[src/rtl/dsp_pkg.sv]
// Shared constants, FSM state type and index helpers for the NIRS DSP chain.
package dsp_pkg;
    localparam int DATLEN          = 12;
    localparam int NPTS            = 16;
    localparam int LOG2N           = 4;
    localparam int DEF_OUT_TIMEOUT = 256;
    localparam int CNT_W           = LOG2N + 1;

    typedef enum logic [1:0] {
        FILL,
        FEED,
        DRAIN
    } state_t;

    // Mirror the LOG2N-bit index so the core sees decimation-in-time order.
    function automatic logic [LOG2N-1:0] bitrev(input logic [LOG2N-1:0] idx);
        logic [LOG2N-1:0] r;
        r = '0;
        for (int i = 0; i < LOG2N; i++) begin
            r[i] = idx[LOG2N-1-i];
        end
        return r;
    endfunction
endpackage

[src/rtl/frame_buf.sv]
// NPTS x DATLEN frame store: one write port, one registered read port.
module frame_buf
    import dsp_pkg::*;
(
    input  logic              clk,
    input  logic              reset_n,
    input  logic              we,
    input  logic [LOG2N-1:0]  wr_addr,
    input  logic [DATLEN-1:0] wr_data,
    input  logic              re,
    input  logic [LOG2N-1:0]  rd_addr,
    output logic [DATLEN-1:0] rd_data
);
    logic [DATLEN-1:0] mem [NPTS];

    // NOTE: the array is deliberately left without a reset; its contents are
    // don't-care after reset and a reset would turn it into NPTS*DATLEN reset flops.
    // NOTE: sequential state is always updated with <= so every flop samples pre-edge values.
    always_ff @(posedge clk) begin
        if (we) begin
            mem[wr_addr] <= wr_data;
        end
    end

    always_ff @(posedge clk or negedge reset_n) begin
        if (!reset_n) begin
            rd_data <= '0;
        end else if (re) begin
            rd_data <= mem[rd_addr];
        end
    end
endmodule

[src/rtl/fft_frame_sequencer.sv]
// Captures NPTS samples in bit-reversed order, bursts them into the FFT core,
// then counts output bins with timeout, overflow and dropped-sample tracking.
module fft_frame_sequencer
    import dsp_pkg::*;
#(
    parameter int OUT_TIMEOUT = DEF_OUT_TIMEOUT
) (
    input  logic                clk,
    input  logic                reset_n,
    input  logic [DATLEN-1:0]   smp_data,
    input  logic                smp_vld,
    input  logic                clr_err,
    output logic [2*DATLEN-1:0] fft_in_x,
    output logic                fft_in_nd,
    input  logic                fft_out_nd,
    input  logic                fft_ovf,
    output logic                frm_start,
    output logic                bin_vld,
    output logic [LOG2N-1:0]    bin_idx,
    output logic                frm_done,
    output logic                err_ovf,
    output logic                err_tmo,
    output logic [7:0]          drop_cnt
);
    localparam int                TMO_W    = $clog2(OUT_TIMEOUT + 1);
    localparam logic [CNT_W-1:0]  LAST_IDX = CNT_W'(NPTS - 1);
    localparam logic [TMO_W-1:0]  TMO_LAST = TMO_W'(OUT_TIMEOUT - 1);

    state_t            state;
    logic [CNT_W-1:0]  wcnt;
    logic [CNT_W-1:0]  rcnt;
    logic [CNT_W-1:0]  ocnt;
    logic [TMO_W-1:0]  tmo_cnt;
    logic [DATLEN-1:0] rd_data;
    logic [LOG2N-1:0]  wr_addr;
    logic              buf_we;
    logic              buf_re;
    logic              smp_drop;
    logic              ovf_hit;
    logic              tmo_hit;

    assign wr_addr  = bitrev(wcnt[LOG2N-1:0]);
    assign buf_we   = smp_vld && (state == FILL);
    assign buf_re   = (state == FEED);
    assign smp_drop = smp_vld && (state != FILL);
    assign ovf_hit  = fft_ovf && ((state == FEED) || (state == DRAIN));
    assign tmo_hit  = (state == DRAIN) && !fft_out_nd && (tmo_cnt == TMO_LAST);

    // The read register inside frame_buf is the output stage, so rcnt leads by one clock.
    assign fft_in_x = {{DATLEN{1'b0}}, rd_data};
    assign bin_vld  = fft_out_nd && (state == DRAIN);
    assign bin_idx  = ocnt[LOG2N-1:0];

    frame_buf u_frame_buf (
        .clk     (clk),
        .reset_n (reset_n),
        .we      (buf_we),
        .wr_addr (wr_addr),
        .wr_data (smp_data),
        .re      (buf_re),
        .rd_addr (rcnt[LOG2N-1:0]),
        .rd_data (rd_data)
    );

    always_ff @(posedge clk or negedge reset_n) begin
        if (!reset_n) begin
            state     <= FILL;
            wcnt      <= '0;
            rcnt      <= '0;
            ocnt      <= '0;
            tmo_cnt   <= '0;
            fft_in_nd <= 1'b0;
            frm_start <= 1'b0;
            frm_done  <= 1'b0;
        end else begin
            fft_in_nd <= (state == FEED);
            frm_start <= (state == FEED) && (rcnt == '0);
            frm_done  <= 1'b0;
            unique case (state)
                FILL: begin
                    if (smp_vld) begin
                        if (wcnt == LAST_IDX) begin
                            wcnt  <= '0;
                            rcnt  <= '0;
                            state <= FEED;
                        end else begin
                            wcnt <= wcnt + 1'b1;
                        end
                    end
                end
                FEED: begin
                    if (rcnt == LAST_IDX) begin
                        rcnt    <= '0;
                        ocnt    <= '0;
                        tmo_cnt <= '0;
                        state   <= DRAIN;
                    end else begin
                        rcnt <= rcnt + 1'b1;
                    end
                end
                DRAIN: begin
                    if (fft_out_nd) begin
                        tmo_cnt <= '0;
                        if (ocnt == LAST_IDX) begin
                            ocnt     <= '0;
                            frm_done <= 1'b1;
                            state    <= FILL;
                        end else begin
                            ocnt <= ocnt + 1'b1;
                        end
                    end else if (tmo_hit) begin
                        // Partial frame is abandoned; the next FILL starts clean.
                        tmo_cnt <= '0;
                        ocnt    <= '0;
                        state   <= FILL;
                    end else begin
                        tmo_cnt <= tmo_cnt + 1'b1;
                    end
                end
                default: state <= FILL;
            endcase
        end
    end

    // Error flags: a set event in the same cycle as clr_err takes priority.
    always_ff @(posedge clk or negedge reset_n) begin
        if (!reset_n) begin
            err_ovf  <= 1'b0;
            err_tmo  <= 1'b0;
            drop_cnt <= '0;
        end else begin
            if (ovf_hit) begin
                err_ovf <= 1'b1;
            end else if (clr_err) begin
                err_ovf <= 1'b0;
            end

            if (tmo_hit) begin
                err_tmo <= 1'b1;
            end else if (clr_err) begin
                err_tmo <= 1'b0;
            end

            if (smp_drop) begin
                if (clr_err) begin
                    drop_cnt <= 8'd1;
                end else if (drop_cnt != 8'hFF) begin
                    drop_cnt <= drop_cnt + 8'd1;
                end
            end else if (clr_err) begin
                drop_cnt <= '0;
            end
        end
    end
endmodule
[config.mk]
export PLATFORM = sky130hd
export DESIGN_NAME = fft_frame_sequencer
export DESIGN_NICKNAME = d
export VERILOG_FILES = /design/src/rtl/dsp_pkg.sv /design/src/rtl/frame_buf.sv /design/src/rtl/fft_frame_sequencer.sv
export SDC_FILE = /design/constraint.sdc
export NUM_CORES = 1
export LEC_CHECK = 0
export CORE_ASPECT_RATIO = 1.2
export CORE_MARGIN = 5
export CORE_UTILIZATION = 55
export CTS_CLUSTER_DIAMETER = 50
export DETAILED_ROUTE_END_ITERATION = 8
export PLACE_DENSITY = 0.86
export RECOVER_POWER = 25
export SETUP_SLACK_MARGIN = 0.15
export SLEW_MARGIN = 20
export SYNTH_ARGS = -nofsm -noshare
export SYNTH_HDL_FRONTEND = slang
export SYNTH_SLANG_ARGS = --single-unit
[constraint.sdc]
create_clock -name clk -period 6.85 [get_ports clk]
set_input_delay 1.37 -clock clk [delete_from_list [all_inputs] [get_ports clk]]
set_output_delay 1.37 -clock clk [all_outputs]
set_load 0.1 [all_outputs]
Word-level counts from Yosys, hierarchy flattened. Memories as Yosys holds them, arrays and structs flattened. A register that Yosys moved wholly into a read port is not among the register bits. Index checks and enable logic that the tools add are counted.

Register bits after elaboration: 39. RAM bits: 192. Input port bits: 18. Memories kept: 1.

Memory list: u_frame_buf.mem (depth 16, width 12, rd ports 1, clocked after memory_dff 1, wr ports 1, line frame_buf.sv:14) `logic [DATLEN-1:0] mem [NPTS];`.

$add $sub $neg: 5. Eq/ne operators: 12. Mux-type cells: 33. Reductions and logical operators: 25.

Operators with widths (number): $mux W5 (8); $mux W8 (4); $mux W9 (3); $pmux W5 S2 (2); $pmux W9 S2 (1); $add A5 B1 Y5 const B (3); $eq A5 B4 Y1 const B (3); $reduce_bool A2 Y1 (7); $mux W2 (6); $add A9 B1 Y9 const B (1); $eq A9 B8 Y1 const B (1); $add A8 B1 Y8 const B (1); $mux W1 (8); $ne A8 B8 Y1 const B (1); $logic_and A1 B1 Y1 (7); $pmux W2 S3 (1); $reduce_and A2 Y1 (3); $reduce_and A3 Y1 (2); $logic_not A5 Y1 (1); $reduce_and A5 Y1 (1); $ne A2 B1 Y1 const B (2); $ne A3 B2 Y1 const B (1); $ne A3 B3 Y1 const B (1); $eq A2 B1 Y1 const B (1); other kinds (5) (6).

Longest topological paths before layout. Gate-level depths: netlist of run 1.

Word-level depth: 6. Depth in mapped cells: 7. Mapped depth without buffers: 7.

Cells and area by module. A second synthesis of run 1 with hierarchy kept.

Cells, all modules: 563. Area total of the unflattened synthesis: 10063.4 µm².

Modules (own cells, without submodules): frame_buf (times used 1, cells an instance 344, area an instance 7923.8 µm²); fft_frame_sequencer (times used 1, cells an instance 219, area an instance 2139.6 µm²).

Worst setup path after synthesis of run 1. No wires, ideal clock.

Path type: input -> output. Start: in fft_out_nd. End: out bin_vld. Arrival time: 2.086 ns. Data required time: 5.480 ns. Setup slack: 3.394 ns. Stages: 2. Path buffers: 0. Cells stage by stage: nand2_1 -> inv_1.

Cells in the longest elaborated chain, start to end: 1.

Ends and longest elaborated chain: from (decl) (line fft_frame_sequencer.sv:15) `input logic fft_out_nd,`; $logic_and A1 B1 Y1 (line fft_frame_sequencer.sv:51) `assign bin_vld = fft_out_nd && (state == DRAIN);`; to (decl) (line fft_frame_sequencer.sv:18) `output logic bin_vld,`.

No other way between the ends.

Worst setup path after layout of run 1. Ends and elaborated chain as after synthesis.

==> reports/metrics.yaml, run 1 <==
status: "complete, but fails checks"
violations: "capacitance limit, slew limit"
dp_slack_ns: 2.20
port_buffers: 47
critPathLaunch: "fft_out_nd"
r2r-end: "u_frame_buf.rd_data[8]$_DFFE_PN0P_"
hold_end: "frm_done$_DFF_PN0_"
postCtsSetupBuffers: 0
grt_pass1_wl_um: 33300
hold_viol: 0
synthArstFlopShare: 0.210
routed-via-count: 5752
wl_per_cell_um: 24.4
rsz0062_at_grt: "no"
critPathMaxStageDelay_ns: 1.15
hold_start: "ocnt[4]$_DFFE_PN0P_"
seq_area_frac_synth: 0.702
die_area_um2: 21100
drv_slew: 52
cts_sinks: 243
ys_top_cells_by_count: "edfxtp_1 (192), mux2i_1 (62), dfrtp_1 (51), mux4_2 (24), o22ai_1 (24)"
die_w_um: 133
power_density_nw_per_um2: 416
drtPass1Iterations: 5
grt_overflow: 0
crit_fanout: 4
htree_levels: 1
required_ns: 5.48
crit_arrival_ns: 3.38
crit_family: "buffers and inverters"
boundaryPins: 60
vias_per_cell: 6.39
hold_buffers: 0
antenna_found_initial: 0
nets: 688
crit_buf_inv: 3
avgSynthCellArea_um2: 16.5
reg2regPathDepth: 4
leakagePower_nw: 3.89
synth.cell_area_um2: 10000
cts_root_buf: "clkbuf_16"
setup_ws_ns: 2.10
hp-class: "reg -> reg"
synth_seq_cells: 243
r2r_slack_ns: 4.00
cap_violations: 1
instances_no_fill: 900
finalSetupViolations: 0
period_share: 0.693
route.detailed.drc: 0
cp-end-kind: "primary output"
power.total_mw: 4.75
tns_ns: 0
critPathKind: "in -> out"
numCtsBuffers: 25
fin_hold_ws_ns: 0.469
synth_top_area_frac: 0.575
routabilityCongestion: 0.892
clkPwrFrac: 0.287
vdd_drop_max_v: 0.000308
synth_largest_area_cell: "edfxtp_1"
p_int_mw: 3.01
routed_wl_um: 22000
yosysMostFrequentCell: "edfxtp_1"
drtIter0Drc: 561
place.detailed.hpwl_um: 13300
syn_inst: 610
dp_cells: 855
first_global_vias: 5845
skew_ns: 0.0106
switchingPower_mw: 1.73
clk_latency_ns: 0.51
period_minus_slack_ns: 4.75
area_delta_synth_final_pct: 13.9
cts_tree: "yes"
clk_pin_slew_ns: 0.06
worst_path_max_delay_cell: "clkdlybuf4s50_1"
sequentialPowerShare: 0.399
cp_cell_sequence: "dlygate4sd3_1, nand2_1, inv_1, clkdlybuf4s50_1"
cts_resized: 0
utilization: 0.634
coreArea_um2: 18000
power_frac_comb: 0.315
synthDistinctLibCells: 55
worst_pin_slew_ns: 2.88
synthTopCellsByArea: "edfxtp_1 (57%), dfrtp_1 (13%), mux2i_1 (6.2%)"
ys.flop_type: "edfxtp_1"
die_y_um: 158
place_area_um2: 10600
yosysWarningCount: 0
antenna_cells: 0
drive_gt1_frac: 0.136
grtUsageTotal: 0.208
r2r-start: "rcnt[0]$_DFFE_PN0P_"
slew_headroom: -0.918
grt_max_degree: 52
switching_share: 0.365
cts_buffer_depth: 3
start_kind: "input pin"
hold_path_depth: 1
final_cell_area_um2: 11400
start_util: 0.556
rows: 54
synth_edf_count: 192
drtAntennaViolNets: 0
max_freq_mhz: 211
## layout by cell type, fill, tap and decap left out, drive strengths merged, types with 10 or more instances in the layout
cell and n:
a21oi 10, nor2 21, dfrtp 51, nand2b 11, nand3 13, edfxtp 192
nand2 18, ha 12, o32ai 13, o22ai 24, clkbuf 31, mux4 24
conb 12, inv 19, mux2i 63, o21ai 15, clkdlybuf4s50 38, a31oi 13
## power groups by stage
stage / clock (mW) / sequential, mW / combinational [mW]
finish: 1.36 / 1.89 / 1.49
CTS: 1.38 / 1.89 / 1.49
detailed placement: 0 / 1.92 / 1.47
floorplan: 0 / 2.17 / 0.844
global route: 1.45 / 1.91 / 1.56
global placement: 0 / 1.91 / 1.43
## layout make-up
type | instances | area (µm²)
tap | 224 | 280
clock buffer | 30 | 654
multi-input combinational | 317 | 2700
fill | 1172 | 6610
sequential | 243 | 7050
timing repair buffer | 55 | 522
clock inverter | 15 | 171
inverter | 16 | 60.1
## kinds of logic (layout without fill, tap and decap cells)
| kind of cell | count (synthesis) | after routing | synth area share |
|---|---|---|---|
| buf+inv | 61 | 116 | 0.0353 |
| fa+ha+maj | 12 | 12 | 0.0150 |
| compound gates | 98 | 98 | 0.0687 |
| mux | 91 | 91 | 0.123 |
| flops | 243 | 243 | 0.702 |
| other cells | 1 | 12 | 0.000374 |
| xor+xnor | 2 | 2 | 0.00175 |
| simple gates | 102 | 102 | 0.0545 |
## layer usage
layer,vias to the layer above,share of wire,routed length [µm],global-route usage
li1,2473,-,-,-
met3,59,0.084,1850,0.0315
met2,322,0.52,11400,0.369
met4,0,0.042,921,0.0818
met5,-,0,0,0
met1,2898,0.36,7850,0.259
## how the worst max path moves through the flow
| stage | endpoint | slack (ns) | depth (start not counted) |
|---|---|---|---|
| after floorplan | bin_vld | 3.39 | 2 |
| after global placement | bin_vld | 2.24 | 4 |
| after detailed placement | bin_vld | 2.20 | 4 |
| after CTS | bin_vld | 2.19 | 4 |
| after global routing | bin_vld | 2.06 | 4 |
| final | bin_vld | 2.10 | 4 |
## registers in the layout (all words and copies together), names as in the netlist
register,flops
u_frame_buf.rd_data,12
tmo_cnt,9
state,2
err_ovf,1
ocnt,5
rcnt,5
err_tmo,1
wcnt,5
fft_in_nd,1
frm_done,1
drop_cnt,8
u_frame_buf.mem,192
frm_start,1
Note: power is estimated with default switching activity, not from simulation.
==> run 2: changes to the inputs <==
--- a/config.mk
+++ b/config.mk
@@ -7,7 +7,7 @@
 export LEC_CHECK = 0
 export CORE_ASPECT_RATIO = 1.2
 export CORE_MARGIN = 5
-export CORE_UTILIZATION = 55
+export CORE_UTILIZATION = 53
 export CTS_CLUSTER_DIAMETER = 50
 export DETAILED_ROUTE_END_ITERATION = 8
 export PLACE_DENSITY = 0.86
==> constraint.sdc (replaced) <==
create_clock -name clk -period 4.2 [get_ports clk]
set_input_delay 0.84 -clock clk [delete_from_list [all_inputs] [get_ports clk]]
set_output_delay 0.84 -clock clk [all_outputs]
set_load 0.1 [all_outputs]
==> reports/metrics.yaml, run 2 (synthesis gave the netlist of run 1 again) <==
coreArea_um2: 18700  # +3.8%
hp-class: "reg -> reg"
drtIter0Drc: 607  # +8.2%
drv_slew: 33  # -37%
drtAntennaViolNets: 0  # unchanged
htree_levels: 1  # unchanged
crit_buf_inv: 1  # -2
skew_ns: 0.0241  # +0.0135 ns
instances_no_fill: 936  # +4.0%
clk_latency_ns: 0.53  # +0.02 ns
numCtsBuffers: 24  # -4.0%
period_minus_slack_ns: 3.05
drtPass1Iterations: 6  # +1
worst_path_max_delay_cell: "clkdlybuf4s50_1"
hold_buffers: 0  # unchanged
cts_root_buf: "clkbuf_16"
routed-via-count: 5699  # -0.92%
violations: "capacitance limit, slew limit"
routabilityCongestion: 0.918  # +2.8%
critPathMaxStageDelay_ns: 1.20  # +0.05 ns
regMostFlops: "u_frame_buf.mem"
status: "complete, but fails checks"
cts_tree: "yes"
final_common_cell: "edfxtp_1"
period_share: 0.726
top_regs: "u_frame_buf.mem (192), u_frame_buf.rd_data (12), tmo_cnt (9)"
crit_arrival_ns: 2.21  # -1.17 ns
crit_family: "buffers and inverters"
critPathKind: "reg -> out"
largest_reg_flops: 192  # unchanged
cts_sinks: 243  # unchanged
cts_resized: 0  # unchanged
slew_headroom: -0.0799  # +0.838
dp_cells: 892  # +4.3%
vdd_drop_max_v: 0.000399  # +30%
clk_pin_slew_ns: 0.06  # about the same
start_util: 0.536  # -0.0202
nets: 692  # +0.58%
route.detailed.drc: 0  # unchanged
cp-end-kind: "primary output"
grt_overflow: 0  # unchanged
wl_per_cell_um: 23.6  # -3.5%
max_freq_mhz: 328
leakagePower_nw: 3.90  # +0.41%
grt_max_degree: 48  # -7.7%
routed_wl_um: 22100  # +0.40%
antenna_found_initial: 1  # +1
vias_per_cell: 6.09  # -4.7%
die_area_um2: 21800  # +3.5%
rsz0062_at_grt: "no"
drive_gt1_frac: 0.134  # -0.00227
antenna_cells: 0  # unchanged
boundaryPins: 60  # unchanged
place.detailed.hpwl_um: 14300  # +7.5%
required_ns: 3.36  # -2.12 ns
area_delta_synth_final_pct: 14.1
finalSetupViolations: 0  # unchanged
worst_pin_slew_ns: 1.62  # -1.26 ns
first_global_vias: 5831  # -0.24%
cp_cell_sequence: "clkdlybuf4s50_1"
rows: 55  # +1.9%
grt_pass1_wl_um: 34000  # +2.1%
cap_violations: 1  # unchanged
crit_fanout: 9  # +5
nFillCells: 1290  # +10%
start_kind: "flop"
die_w_um: 136  # +1.7%
port_buffers: 47  # unchanged
power_density_nw_per_um2: 662  # +59%
grtUsageTotal: 0.205  # -0.00245
cts_buffer_depth: 3  # unchanged
fin_hold_ws_ns: 0.435  # -0.0331 ns
tns_ns: 0  # unchanged
hold_viol: 0  # unchanged
die_y_um: 161  # +1.8%
final_cell_mix: "edfxtp_1 (192), mux2i_1 (62), dfrtp_1 (50)"
postCtsSetupBuffers: 0  # unchanged
==> run 2: cell count changes in the layout (fill, tap and decap cells not counted), sizes merged <==
cell | previous run | this run
clkinv | 6 | 12
buf | 8 | 13
clkinvlp | 3 | 0
inv | 19 | 16
bufinv | 3 | 2
clkbuf | 31 | 32
dlygate4sd3 | 8 | 7
==> run 2: routing by layer <==
layer	wire length, µm	track usage	part of all wire	vias to the layer above
met1	7960	0.249	0.36	2849
li1	-	-	-	2486
met3	1670	0.0392	0.076	64
met4	913	0.0793	0.041	2
met2	11500	0.362	0.52	298
met5	13	0	0.00059	-
==> run 2: stage by stage <==
stage	total power [mW]	setup WS (ns)	cell area, µm²	utilization
2_1_floorplan	4.92	1.56	10100	-
3_3_place_gp	5.43	1.12	10700	0.571
3_5_place_dp	5.53	1.02	10700	0.571
4_1_cts	7.59	1.13	11500	0.612
5_1_grt	7.84	0.984	11400	0.611
6_report	7.58	1.15	11400	0.611
==> run 2: cell type report <==
class	instances	area (µm²)	share of cell area
Inverter	16	60.1	0.00525
Tap cell	256	320	0.0280
Clock buffer	30	623	0.0544
Clock inverter	14	141	0.0124
Sequential cell	243	7050	0.616
Multi-Input combinational cell	317	2700	0.236
Timing Repair Buffer	60	556	0.0485
==> run 2: where the power goes <==
part / switching [mW] / total [mW] / internal (mW)
Combinational: 1.64 / 2.43 / 0.787
Clock: 0.874 / 2.06 / 1.19
Sequential: 0.264 / 3.09 / 2.83
Total: 2.78 / 7.58 / 4.80
==> run 2: path summary, 6_finish.rpt <==
kind	from	end	slack, ns	cells after the start
worst min-delay path	ocnt[4]$_DFFE_PN0P_	frm_done$_DFF_PN0_	0.44	1
worst max register to register	state[0]$_DFFE_PN0P_	u_frame_buf.mem[1][8]$_DFFE_PP_	1.56	5
worst max-delay path	drop_cnt[7]$_DFFE_PN0P_	drop_cnt[7]	1.15	1
min in group asynchronous	reset_n	u_frame_buf.rd_data[9]$_DFFE_PN0P_	0.72	1
worst min register to register	ocnt[4]$_DFFE_PN0P_	frm_done$_DFF_PN0_	0.44	1
max in group asynchronous	reset_n	rcnt[0]$_DFFE_PN0P_	1.55	2
==> run 3: changes to the inputs <==
==> constraint.sdc (replaced) <==
create_clock -name clk -period 2.6 [get_ports clk]
set_input_delay 0.52 -clock clk [delete_from_list [all_inputs] [get_ports clk]]
set_output_delay 0.52 -clock clk [all_outputs]
set_load 0.1 [all_outputs]
==> reports/metrics.yaml, run 3 (synthesis gave the netlist of run 1 again) <==
grt_overflow: 0  # unchanged
cts_sinks: 243  # unchanged
drtAntennaViolNets: 0  # unchanged
area_delta_synth_final_pct: 15.3
wl_per_cell_um: 23.3  # -1.2%
crit_arrival_ns: 1.83  # -0.38 ns
die_w_um: 136  # unchanged
nFillCells: 1302  # +0.93%
final_common_cell: "edfxtp_1"
coreArea_um2: 18700  # unchanged
routed_wl_um: 22100  # +0.11%
cts_buffer_depth: 3  # unchanged
slew_headroom: -0.214  # -0.134
top_regs: "u_frame_buf.mem (192), u_frame_buf.rd_data (12), tmo_cnt (9)"
antenna_found_initial: 0  # -1
power_density_nw_per_um2: 1090  # +65%
route.detailed.drc: 0  # unchanged
place.detailed.hpwl_um: 14000  # -2.0%
clk_latency_ns: 0.52  # about the same
crit_fanout: 5  # -4
hp-class: "reg -> reg"
regMostFlops: "u_frame_buf.mem"
seq_area_um2: 7050  # unchanged
period_minus_slack_ns: 2.35
die_area_um2: 21800  # unchanged
rsz0062_at_grt: "no"
start_util: 0.536  # unchanged
multiInputGateArea_um2: 2700  # unchanged
grt_max_degree: 75  # +56%
drtIter0Drc: 568  # -6.4%
vias_per_cell: 6.00  # -1.4%
routabilityCongestion: 0.862  # -6.1%
period_share: 0.903
clk_pin_slew_ns: 0.06  # about the same
required_ns: 2.08  # -1.28 ns
violations: "capacitance limit, slew limit"
cts_root_buf: "clkbuf_16"
nets: 704  # +1.7%
cp-end-kind: "primary output"
status: "complete, but fails checks"
tns_ns: 0  # unchanged
die_y_um: 161  # unchanged
grt_pass1_wl_um: 33500  # -1.6%
cts_tree: "yes"
drv_slew: 31  # -6.1%
antenna_cells: 0  # unchanged
postCtsSetupBuffers: 0  # unchanged
leakagePower_nw: 4.05  # +3.6%
finalSetupViolations: 0  # unchanged
start_kind: "flop"
htree_levels: 1  # unchanged
skew_ns: 0.0156  # -0.00850 ns
final_cell_mix: "edfxtp_1 (192), mux2i_1 (62), buf_4 (51)"
numCtsBuffers: 24  # unchanged
drive_gt1_frac: 0.189  # +0.0555
max_freq_mhz: 426
vdd_drop_max_v: 0.000963  # +140%
power.total_mw: 12.6  # +66%
rows: 55  # unchanged
hold_viol: 0  # unchanged
routed-via-count: 5692  # -0.12%
largest_reg_flops: 192  # unchanged
drtPass1Iterations: 5  # -1
grtUsageTotal: 0.203  # -0.00202
cts_resized: 0  # unchanged
critPathKind: "reg -> out"
cap_violations: 1  # unchanged
port_buffers: 47  # unchanged
worst_pin_slew_ns: 1.82  # +0.201 ns
hold_buffers: 0  # unchanged
first_global_vias: 5787  # -0.75%
boundaryPins: 60  # unchanged
[run 3: worst max-delay path, cell delays in order, from the launching register on]
cell and delay, ns:
dfrtp_1 0.41, inv_1 0.09, ha_1 0.27, nand2_1 0.17
inv_1 0.19, buf_12 0.20
[run 3: layout make-up]
type / instances / share of cell area
clock buffer: 35 / 0.0599
clock inverter: 9 / 0.0135
inverter: 16 / 0.00519
multi-input combinational: 317 / 0.233
sequential: 243 / 0.609
tap: 256 / 0.0277
timing repair buffer: 72 / 0.0514
[run 3: worst paths after layout]
| check | slack (ns) | startpoint | endpoint | cells after the start |
|---|---|---|---|---|
| worst max-delay path | 0.25 | state[0]$_DFFE_PN0P_ | bin_vld | 5 |
| worst max register to register | 0.42 | state[1]$_DFFE_PN0P_ | u_frame_buf.rd_data[4]$_DFFE_PN0P_ | 5 |
| max in group asynchronous | 0.60 | reset_n | rcnt[0]$_DFFE_PN0P_ | 2 |
| worst min register to register | 0.49 | ocnt[4]$_DFFE_PN0P_ | frm_done$_DFF_PN0_ | 1 |
| min in group asynchronous | 0.50 | reset_n | u_frame_buf.rd_data[1]$_DFFE_PN0P_ | 1 |
| worst min-delay path | 0.49 | ocnt[4]$_DFFE_PN0P_ | frm_done$_DFF_PN0_ | 1 |
[run 3: through the flow]
step                      instances  hold WS, ns  worst slack (ns)  utilization  instance area (µm²)
after floorplan                 621        0.224             0.105            -                10100
after global placement          904        0.459             0.379        0.573                10700
after detailed placement        904        0.476             0.328        0.573                10700
after CTS                       948       0.0732             0.250        0.619                11600
after global routing            948        0.507             0.120        0.618                11600
final                           948        0.492             0.252        0.618                11600
[run 3: where the power goes]
group / switching (mW) / internal, mW / total, mW
Clock: 1.41 / 2.26 / 3.67
Combinational: 2.83 / 1.26 / 4.09
Sequential: 0.286 / 4.57 / 4.86
[run 3: per-layer routing]
metal	vias up	GRT usage	routed length, µm
met1	2822	0.259	8400
li1	2510	-	-
met5	-	0	0
met4	0	0.0949	964
met2	303	0.340	11000
met3	57	0.0341	1700
==> edit, RTL diff (settings of run 3) <==
Reset style: synchronous (`reset_n`), changed in 3 clocked blocks.
--- a/src/rtl/frame_buf.sv
+++ b/src/rtl/frame_buf.sv
@@ -22,7 +22,7 @@
         end
     end
 
-    always_ff @(posedge clk or negedge reset_n) begin
+    always_ff @(posedge clk) begin
         if (!reset_n) begin
             rd_data <= '0;
         end else if (re) begin
--- a/src/rtl/fft_frame_sequencer.sv
+++ b/src/rtl/fft_frame_sequencer.sv
@@ -62,7 +62,7 @@
         .rd_data (rd_data)
     );
 
-    always_ff @(posedge clk or negedge reset_n) begin
+    always_ff @(posedge clk) begin
         if (!reset_n) begin
             state     <= FILL;
             wcnt      <= '0;
@@ -123,7 +123,7 @@
     end
 
     // Error flags: a set event in the same cycle as clr_err takes priority.
-    always_ff @(posedge clk or negedge reset_n) begin
+    always_ff @(posedge clk) begin
         if (!reset_n) begin
             err_ovf  <= 1'b0;
             err_tmo  <= 1'b0;
Behaviour: no difference found for any inputs over 10 cycles, from zero or initial values and one cycle with reset_n low; that may be too few to reach the edited logic, so the function may still have changed.
==> edit against run 3 <==
Register-to-register slack worse by 20 ps. Sequential cell count is the same. Clock skew decreased by 4.7 ps. Non-clock buffer count increased by 4. Synthesized cell count up 16%. Worst setup slack improved by 150 ps. Wire length decreased by 6.5%. Area after synthesis shrank 1.4%. Worst hold slack got worse by 58 ps. Critical endpoint is now tmo_cnt[5]$_SDFFE_PN0P_. Cell area is 1.7% lower. First-iteration DRC count down 1.9%.
Power is not compared: it rests on default switching activity, and its combinational part moved more than twofold at a synthesized area within 25%.
==> edit: results (changes against run 3) <==
----------------------------------------------------
[Finish]
  Fillers ... 1321 (was 1302)
  Layout cell share with drive strength beyond 1 ... 0.1309 (was 0.1893)

[Min path]
  Hold Path Cell Cnt ... 2 (was 1)
  Worst Hold Endpoint ... ocnt[4]$_SDFFE_PN0P_ (was frm_done$_DFF_PN0_)

[Timing]
  Achievable frequency ... 0.4552 GHz (was 0.4259 GHz)
  Worst hold slack ... 434.5 ps (was 492.2 ps)
  Final clock skew ... 10.91 ps (was 15.62 ps)
  Worst slew margin ... 0.4188 (was -0.2139)

[Drt]
  WL final ... 20660 um (was 22100 um)
  Routed via count divided by cell count ... 5.742 (was 6.004)
  Met3 routed WL ... 1350 um (was 1698 um)
  Length of routed met2 wiring ... 10280 um (was 11030 um)
  Number of DRC markers in iteration 0 ... 557 (was 568)
  Met1 routed wirelength after detailed routing ... 8265 um (was 8400 um)

[GRT]
  Gr usage total ... 0.1898 (was 0.2033)
  Wire length of the first global-routing pass ... 32040 um (was 33490 um)
  Via count of the first global-routing pass ... 5821 (was 5787)
  Global Route met2 Usage ... 0.3193 (was 0.3404)
  Routing usage on met1 ... 0.2479 (was 0.2593)

[Setup path]
  Worst EP arrival ... 2630 ps (was 1830 ps)
  Category of cells accounting for the largest share of critical-path delay ... simple AND/OR/NAND/NOR gates (was buffers and inverters)
  Largest fanout on the critical path ... 20 (was 5)
  Source of the critical timing path ... rcnt[1]$_SDFFE_PN0P_ (was state[0]$_DFFE_PN0P_)
  Critical path's slowest cell ... sky130_fd_sc_hd__or4_1 (was sky130_fd_sc_hd__dfrtp_1)
  Biggest cell delay along the critical path ... 570 ps (was 410 ps)

[Place]
  Placed standard-cell area ... 0.01066 mm^2 (was 0.01073 mm^2)
  Minimum setup slack after placement ... 319.0 ps (was 327.7 ps)
  Detailed-placement wirelength estimate ... 13300 um (was 14020 um)
  Routability-driven placement congestion ratio ... 0.8229 (was 0.8619)

[Synthesis]
  Synth top area cells ... sky130_fd_sc_hd__edfxtp_1, sky130_fd_sc_hd__dfxtp_1, sky130_fd_sc_hd__mux2i_1 (was sky130_fd_sc_hd__edfxtp_1, sky130_fd_sc_hd__dfrtp_1, sky130_fd_sc_hd__mux2i_1)
  Synth cell types ... 51 (was 55)
  Post-synthesis sequential area ratio ... 0.6857 (was 0.7017)
  Commonest cells in the netlist ... sky130_fd_sc_hd__edfxtp_1, sky130_fd_sc_hd__mux2i_1, sky130_fd_sc_hd__nand2_1 (was sky130_fd_sc_hd__edfxtp_1, sky130_fd_sc_hd__mux2i_1, sky130_fd_sc_hd__dfrtp_1)

[Run status]
  Status ... completed (was finished with violations)

[Clock tree]
  Cell chosen for the clock root ... sky130_fd_sc_hd__clkbuf_16 (unchanged)

----------------------------------------------------
## edit: changes by cell type in the layout (fill, tap and decap cells not counted), moves of 12 or more
cell	delta
sky130_fd_sc_hd__mux4_2	-24
sky130_fd_sc_hd__o32ai_1	-12
sky130_fd_sc_hd__a21oi_1	+14
sky130_fd_sc_hd__o22ai_1	-24
sky130_fd_sc_hd__mux2i_1	+38
sky130_fd_sc_hd__a22oi_1	+36
sky130_fd_sc_hd__dfxtp_1	+50
sky130_fd_sc_hd__nand2_1	+35
sky130_fd_sc_hd__nand3_1	+37
sky130_fd_sc_hd__dfrtp_1	-50
## edit: logic make-up (layout without fill, tap and decap cells)
kind of cell | Yosys count | count (layout) | share of synthesized area
compound gates | 98 | 98 | 0.06764
fa+ha+maj | 12 | 12 | 0.01517
xor+xnor | 4 | 4 | 0.003540
flops | 243 | 243 | 0.6857
buf+inv | 66 | 134 | 0.03363
simple gates | 184 | 184 | 0.09279
mux | 100 | 100 | 0.1011
other cells | 1 | 12 | 0.0003789
## edit: metrics by stage
stage,std cells,util
2_1_floorplan,719,-
3_3_place_gp,996,0.5820
3_5_place_dp,996,0.5820
4_1_cts,1039,0.6210
5_1_grt,1039,0.6210
6_report,1039,0.6210
## edit: power breakdown
| part | leakage (uW) | internal, uW | switching [uW] | total [uW] |
|---|---|---|---|---|
| combinational | 0.00129 | 47.9 | 186 | 234 |
| sequential | 0.00215 | 4220 | 9.88 | 4230 |
| clock | 0.000355 | 1750 | 1400 | 3160 |
| total | 0.00379 | 6020 | 1600 | 7620 |
## edit: layout make-up
class,count,area (um^2),area share
sequential,243,6790,0.5972
multi-input combinational,410,2844,0.2501
timing repair buffer,76,650.6,0.05722
clock buffer,28,636.9,0.05601
tap,252,315.3,0.02773
clock inverter,15,77.57,0.006822
inverter,15,56.30,0.004952
